--- src/rtl/trace_pkg.sv ---
// Shared types and constants for the commit trace path: the record that
// travels through the trace FIFO and the widths of the bookkeeping counters.
package trace_pkg;

  // Record payload width; the top-level XLEN parameter is expected to match.
  localparam int TRACE_XLEN = 32;
  localparam int SEQ_W      = 32;
  localparam int DROP_W     = 16;
  localparam int RD_W       = 6;
  localparam int INSTRET_W  = 64;

  typedef struct packed {
    logic [SEQ_W-1:0]      seq;
    logic                  has_reg;
    logic                  has_st;
    logic [TRACE_XLEN-1:0] pc;
    logic [TRACE_XLEN-1:0] inst;
    logic [RD_W-1:0]       rd;
    logic [TRACE_XLEN-1:0] data;
    logic [TRACE_XLEN-1:0] st_addr;
    logic [TRACE_XLEN-1:0] st_data;
  } commit_rec_t;

endpackage

--- src/rtl/trace_fifo.sv ---
// Generic show-ahead FIFO. The head entry is read combinationally from the
// storage array so a consumer sees it the cycle after it was written. A push
// into a full FIFO is still accepted when a pop happens in the same cycle.
module trace_fifo #(
  parameter type T     = logic [7:0],
  parameter int  DEPTH = 16,
  localparam int AW    = $clog2(DEPTH),
  localparam int CW    = AW + 1
) (
  input  logic          clk,
  input  logic          rst,
  input  logic          i_push,
  input  T              i_data,
  input  logic          i_pop,
  output T              o_head,
  output logic          o_full,
  output logic          o_empty,
  output logic [CW-1:0] o_count
);

  T              r_mem [DEPTH];
  logic [AW-1:0] r_wr_ptr;
  logic [AW-1:0] r_rd_ptr;
  logic [CW-1:0] r_count;
  logic          w_pop;
  logic          w_push;

  assign o_full  = (r_count == CW'(DEPTH));
  assign o_empty = (r_count == '0);
  assign o_count = r_count;
  assign o_head  = r_mem[r_rd_ptr];

  // A pop frees a slot in the same cycle, so a full FIFO can still take a push.
  assign w_pop  = i_pop & ~o_empty;
  assign w_push = i_push & (~o_full | w_pop);

  // Storage write; contents are deliberately left unreset.
  always_ff @(posedge clk) begin
    if (w_push) begin
      r_mem[r_wr_ptr] <= i_data;
    end
  end

  // Pointer and occupancy update; pointers wrap naturally modulo DEPTH.
  always_ff @(posedge clk or posedge rst) begin
    if (rst) begin
      r_wr_ptr <= '0;
      r_rd_ptr <= '0;
      r_count  <= '0;
    end else begin
      if (w_push) r_wr_ptr <= r_wr_ptr + 1'b1;
      if (w_pop)  r_rd_ptr <= r_rd_ptr + 1'b1;
      case ({w_push, w_pop})
        2'b10:   r_count <= r_count + 1'b1;
        2'b01:   r_count <= r_count - 1'b1;
        default: r_count <= r_count;
      endcase
    end
  end

endmodule

--- src/rtl/commit_trace_buffer.sv ---
// Captures the retirement stream (register and store commits) into timestamped
// records and streams them out over valid/ready. The core side never stalls:
// when the FIFO cannot take a record it is dropped and the loss is counted.
module commit_trace_buffer
  import trace_pkg::*;
#(
  parameter int DEPTH = 16,
  parameter int XLEN  = TRACE_XLEN  // must equal TRACE_XLEN (record layout)
) (
  input  logic                     clk,
  input  logic                     rst,
  input  logic                     commit_valid,
  input  logic [XLEN-1:0]          commit_pc,
  input  logic [XLEN-1:0]          commit_inst,
  input  logic [5:0]               commit_Ard,
  input  logic [XLEN-1:0]          commit_data,
  input  logic                     st_commit,
  input  logic [XLEN-1:0]          st_addr,
  input  logic [XLEN-1:0]          st_data,
  output logic                     rec_valid,
  input  logic                     rec_ready,
  output logic [31:0]              rec_seq,
  output logic                     rec_has_reg,
  output logic                     rec_has_st,
  output logic [XLEN-1:0]          rec_pc,
  output logic [XLEN-1:0]          rec_inst,
  output logic [XLEN-1:0]          rec_data,
  output logic [XLEN-1:0]          rec_st_addr,
  output logic [XLEN-1:0]          rec_st_data,
  output logic [5:0]               rec_rd,
  output logic [63:0]              instret,
  output logic [15:0]              drop_cnt,
  output logic                     overflow,
  output logic [$clog2(DEPTH):0]   count
);

  logic [SEQ_W-1:0]     r_seq;
  logic [INSTRET_W-1:0] r_instret;
  logic [DROP_W-1:0]    r_drop_cnt;
  logic                 r_overflow;

  commit_rec_t          w_rec;
  commit_rec_t          w_head;
  logic                 w_event;
  logic                 w_pop;
  logic                 w_full;
  logic                 w_empty;
  logic                 w_drop;

  assign w_event = commit_valid | st_commit;
  assign w_pop   = ~w_empty & rec_ready;
  // Only a full FIFO without a simultaneous pop loses the record.
  assign w_drop  = w_event & w_full & ~w_pop;

  // Record build: each half is zeroed when its source is idle this cycle.
  always_comb begin
    w_rec         = '0;
    w_rec.seq     = r_seq;
    w_rec.has_reg = commit_valid;
    w_rec.has_st  = st_commit;
    if (commit_valid) begin
      w_rec.pc   = commit_pc;
      w_rec.inst = commit_inst;
      w_rec.rd   = commit_Ard;
      w_rec.data = commit_data;
    end
    if (st_commit) begin
      w_rec.st_addr = st_addr;
      w_rec.st_data = st_data;
    end
  end

  trace_fifo #(
    .T     (commit_rec_t),
    .DEPTH (DEPTH)
  ) u_fifo (
    .clk     (clk),
    .rst     (rst),
    .i_push  (w_event),
    .i_data  (w_rec),
    .i_pop   (w_pop),
    .o_head  (w_head),
    .o_full  (w_full),
    .o_empty (w_empty),
    .o_count (count)
  );

  // Sequence, retire and loss bookkeeping; seq advances even for drops so a
  // gap in the delivered sequence numbers exposes the loss.
  always_ff @(posedge clk or posedge rst) begin
    if (rst) begin
      r_seq      <= '0;
      r_instret  <= '0;
      r_drop_cnt <= '0;
      r_overflow <= 1'b0;
    end else begin
      if (w_event)      r_seq     <= r_seq + 1'b1;
      if (commit_valid) r_instret <= r_instret + 1'b1;
      if (w_drop) begin
        r_overflow <= 1'b1;
        if (r_drop_cnt != {DROP_W{1'b1}}) r_drop_cnt <= r_drop_cnt + 1'b1;
      end
    end
  end

  assign rec_valid   = ~w_empty;
  assign rec_seq     = w_head.seq;
  assign rec_has_reg = w_head.has_reg;
  assign rec_has_st  = w_head.has_st;
  assign rec_pc      = w_head.pc;
  assign rec_inst    = w_head.inst;
  assign rec_rd      = w_head.rd;
  assign rec_data    = w_head.data;
  assign rec_st_addr = w_head.st_addr;
  assign rec_st_data = w_head.st_data;
  assign instret     = r_instret;
  assign drop_cnt    = r_drop_cnt;
  assign overflow    = r_overflow;

endmodule

--- config.mk ---
export PLATFORM = sky130hd
export DESIGN_NAME = commit_trace_buffer
export DESIGN_NICKNAME = d
export VERILOG_FILES = /design/src/rtl/trace_pkg.sv /design/src/rtl/trace_fifo.sv /design/src/rtl/commit_trace_buffer.sv
export SDC_FILE = /design/constraint.sdc
export NUM_CORES = 2
export LEC_CHECK = 0
export CORE_ASPECT_RATIO = 0.9
export CORE_MARGIN = 4
export CORE_UTILIZATION = 40
export DETAILED_ROUTE_END_ITERATION = 6
export GPL_TIMING_DRIVEN = 0
export PLACE_DENSITY_LB_ADDON = 0.08
export SYNTH_ARGS = -nofsm -noshare
export SYNTH_HDL_FRONTEND = slang
export SYNTH_HIERARCHICAL = 1
export SYNTH_SLANG_ARGS = --single-unit
--- constraint.sdc ---
create_clock -name clk -period 29.8 [get_ports clk]
set_input_delay 5.96 -clock clk [delete_from_list [all_inputs] [get_ports clk]]
set_output_delay 5.96 -clock clk [all_outputs]
set_load 0.02 [all_outputs]
==> metrics.csv <==
stage;metric;value;unit
placed_design;place.gp.congestion;0.7122;
route;finalWirelength;368.6;mm
global_routing;track_usage;0.2229;
route;detailedRoute.firstPassIterationCount;5;
floorplan;ios;458;
timing;layout_setup_ws;18.57;ns
global_routing;grtUsageMet3;0.03685;
timing;setup-violations-final;0;
route;drc;0;
cts;hold_buffers;0;
floorplan;die_area;325000;sq um
route;vias;63030;
hold_path;min_from;instret[63];
finish;layout_common_cells;edfxtp_1, mux4_2, clkdlybuf4s50_1;
critical_path;worstSetupStartpoint;u_fifo/r_rd_ptr[3];
power;power-per-cell-area;103.3;nW/um^2
placed_design;postPlaceCellArea;139900;sq um
global_routing;grtUsageMet1;0.3153;
logic_synthesis;post_synth_instance_area;126400;sq um
critical_path;worstPathRequired;23.84;ns
critical_path;worstPathCellList;and2_1, buf_2, clkbuf_1, clkbuf_1, a22oi_1, nand2_1, clkdlybuf4s50_1;
placed_design;pre_cts_slack;19.17;ns
cts;path_clk_slew;0.06;ns
critical_path;startpoint_type;flip-flop;
finish;final_common_cell;edfxtp_1;
logic_synthesis;yosys_reg_bits;3326;
timing;max_slew_margin;0.06051;
power;power_leakage;49.12;nW
critical_path;critical_path.max_fanout;10;
global_routing;grt_start_max_net_pins;74;
logic_synthesis;ys_seq_area_frac;0.7854;
logic_synthesis;synth-edff-count;3200;
finish;area_growth;19.40;%
critical_path;critical_path_depth;7;
timing;finalMaxSlewViolations;0;
floorplan;die_height;541.2;um
logic_synthesis;syn-instance-count;5622;
global_routing;grt_util_met2;0.3585;
logic_synthesis;postSynth.topFlopCell;edfxtp_1;
logic_synthesis;yosys.cell_types.count;66;
critical_path;crit_type;flip-flop to output port;
power;ir_drop;0.05300;mV
timing;setup_repair_after_global_routing_missed_its_margin;no;
route;detailedRoute.firstIterationViolations;6582;
floorplan;initial_utilization;0.4024;
critical_path;critical_path.n_buffers_inverters;4;
cts;postCtsSetupBuffers;0;
route;avgRoutedWirePerCell;33.11;um
finish;filler_cell_count;25750;
job;max_cap_violations;0;
route;drt.antenna.violating_nets;0;
cts;cts_repair_resize_count;0;
cts;clock_tree.htree_level_count;5;
finish;final_layout_size_suffix_gt1_frac;0.2475;
cts;cts-root-to-sink-buffers;4;
critical_path;worst_path_most_repeated_cell;clkbuf_1;
cts;cts_buffers;354;
placed_design;port-buffer-count;457;
floorplan;dieWidth;600.5;um
timing;max_freq;89.06;MHz
logic_synthesis;avgSynthCellArea;22.48;sq um
timing;report.final.hold_viol_count;0;
critical_path;slowest_stage;clkbuf_1;
critical_path;critical_path.reg2reg.startpoint;u_fifo/o_count[1];
global_routing;grt_most_used_layer;met2;
cts;clock_latency;0.94;ns
timing;worst_pin_slew;1.409;ns
outcome;outcome;finished clean;
timing;fin_skew;0.03307;ns
critical_path;dominant_delay_contributor_by_cell_family_on_the_critical_path;buffers and inverters;
critical_path;critical_path.max_stage_delay;1.01;ns
timing;finalCriticalPeriod;11.23;ns
global_routing;first_global_vias;64920;
logic_synthesis;synthesis.nets;5805;
critical_path;reg2reg_slack;25.39;ns
logic_synthesis;yosys-top-cells-area;edfxtp_1, mux4_2, dfrtp_1;
timing;fin_tns_setup;0;ns
placed_design;post-dp-hpwl;237.9;mm
global_routing;antenna_violations_before_repair;33;
floorplan;num_rows;195;
global_routing;overflow;0;
cts;clk_sink_count;3326;
finish;number_of_nets_in_the_layout;6891;
finish;final_standard_cell_utilization_of_the_core;0.4805;
cts;clock-root-buffer;clkbuf_16;
logic_synthesis;yosys_warnings;6;
logic_synthesis;synth_top_area_frac;0.7604;
route;viasPerCell;5.662;
critical_path;timing.critical_path.to;rec_seq[27];
finish;finalInstanceArea;150900;sq um
hold_path;worstHoldPathType;flip-flop to flip-flop;
critical_path;data_arrival_time_of_the_critical_path;5.27;ns
timing;share_of_the_clock_period_used_by_the_worst_path;0.3768;
logic_synthesis;synth-async-reset-ratio;0.03788;
floorplan;core_region_area;314000;sq um
critical_path;worst_r2r_endpoint;u_fifo/r_mem[2][46];
logic_synthesis;post-synth-top-area-cell;edfxtp_1;
global_routing;global_route_wire_length_before_repair;510.7;mm
finish;multi_input_area;25790;sq um
critical_path;end_kind;output port;
finish;register_area;99250;sq um
critical_path;rr_worst_depth;16;
cts;tritoncts;yes;
worst reg2reg max path: stages, from the launching register on:
cell and delay (ns):
dfrtp_1 0.43, or4_1 0.16, buf_6 0.13, nor2_1 0.06, nor2b_1 0.46, nand2b_1 0.22, o21ai_2 0.13, nor4_2 0.64
buf_4 0.32, buf_4 0.21, buf_4 0.21, buf_4 0.21, buf_4 0.21, buf_6 0.16, buf_4 0.21, buf_4 0.20
buf_4 0.17
kinds of logic (layout without fill, tap and decap cells):
kind of cell | Yosys count | in the layout | share of synthesized area
AOI/OAI and AO/OA | 417 | 417 | 0.02345
xor gates and xnor gates | 118 | 118 | 0.008178
adders and majority gates | 12 | 12 | 0.001248
buffers and inverters | 313 | 1682 | 0.01132
DFF | 3326 | 3326 | 0.7854
muxes | 807 | 807 | 0.1433
other | 0 | 5 | 0
and+or+nand+nor | 629 | 629 | 0.02710
cell usage after synthesis, types with 4 or more instances:
cell type  count
nand3_1       36
nor4_1         7
buf_2         89
and3_1        20
a21oi_1        4
o22ai_1      134
nand3_2        5
xnor2_1       64
nand2b_1       8
xor2_1        54
nand4_1       27
buf_6         10
and2_1       171
nor2_1       108
nor4_2         4
buf_4         18
dfrtp_1      126
and4_1         6
a22oi_1      266
nand2_1      182
mux4_2       800
nor3_2         8
nor3_4         4
buf_1         52
clkbuf_1     125
inv_1         18
ha_1          11
nor2b_1        5
nor3_1        10
edfxtp_1    3200
worst min-delay path by stage:
stage | end | slack, ns | cells after the start
3_5_place_dp | overflow | 0.46 | 1
3_3_place_gp | overflow | 0.46 | 1
4_1_cts | instret[63] | 0.48 | 1
5_1_grt | instret[63] | 0.49 | 1
2_1_floorplan | u_fifo/r_rd_ptr[1] | 0.54 | 3
6_report | instret[63] | 0.47 | 1
routing by layer:
metal / up-vias / part of all wire
met5: - / 0
met4: 0 / 0.031
met3: 491 / 0.063
met2: 2149 / 0.48
met1: 34470 / 0.43
li1: 25920 / -
final cells by class:
| class | instances | area share |
|---|---|---|
| Clock buffer | 453 | 0.06216 |
| Timing Repair Buffer | 730 | 0.05429 |
| Antenna cell | 5 | 0.00008293 |
| Tap cell | 4137 | 0.03431 |
| Clock inverter | 186 | 0.01082 |
| Buffer | 295 | 0.009130 |
| Sequential cell | 3326 | 0.6578 |
| Multi-Input combinational cell | 1983 | 0.1709 |
| Inverter | 18 | 0.0004810 |
stage by stage:
stage,total power (W),std cells,hold WS [ns]
after floorplan,0.009153,5622,0.5426
after global placement,0.01197,10220,0.4607
after detailed placement,0.01159,10490,0.4615
after CTS,0.01584,11130,0.4757
after global routing,0.01622,11130,0.4870
final,0.01558,11130,0.4684
power by group:
part | internal, W | leakage [nW] | switching, W
Clock | 0.00244 | 5.35 | 0.00179
Sequential | 0.00583 | 31.2 | 0.000153
Combinational | 0.00211 | 12.6 | 0.00326
sequential cells by signal, indices dropped and copies added (netlist names):
signal           flops
r_seq               32
u_fifo/r_mem      3200
overflow             1
u_fifo/r_wr_ptr      4
instret             64
drop_cnt            16
u_fifo/r_rd_ptr      4
u_fifo/o_count       5
Note: power is estimated with default switching activity, not from simulation.
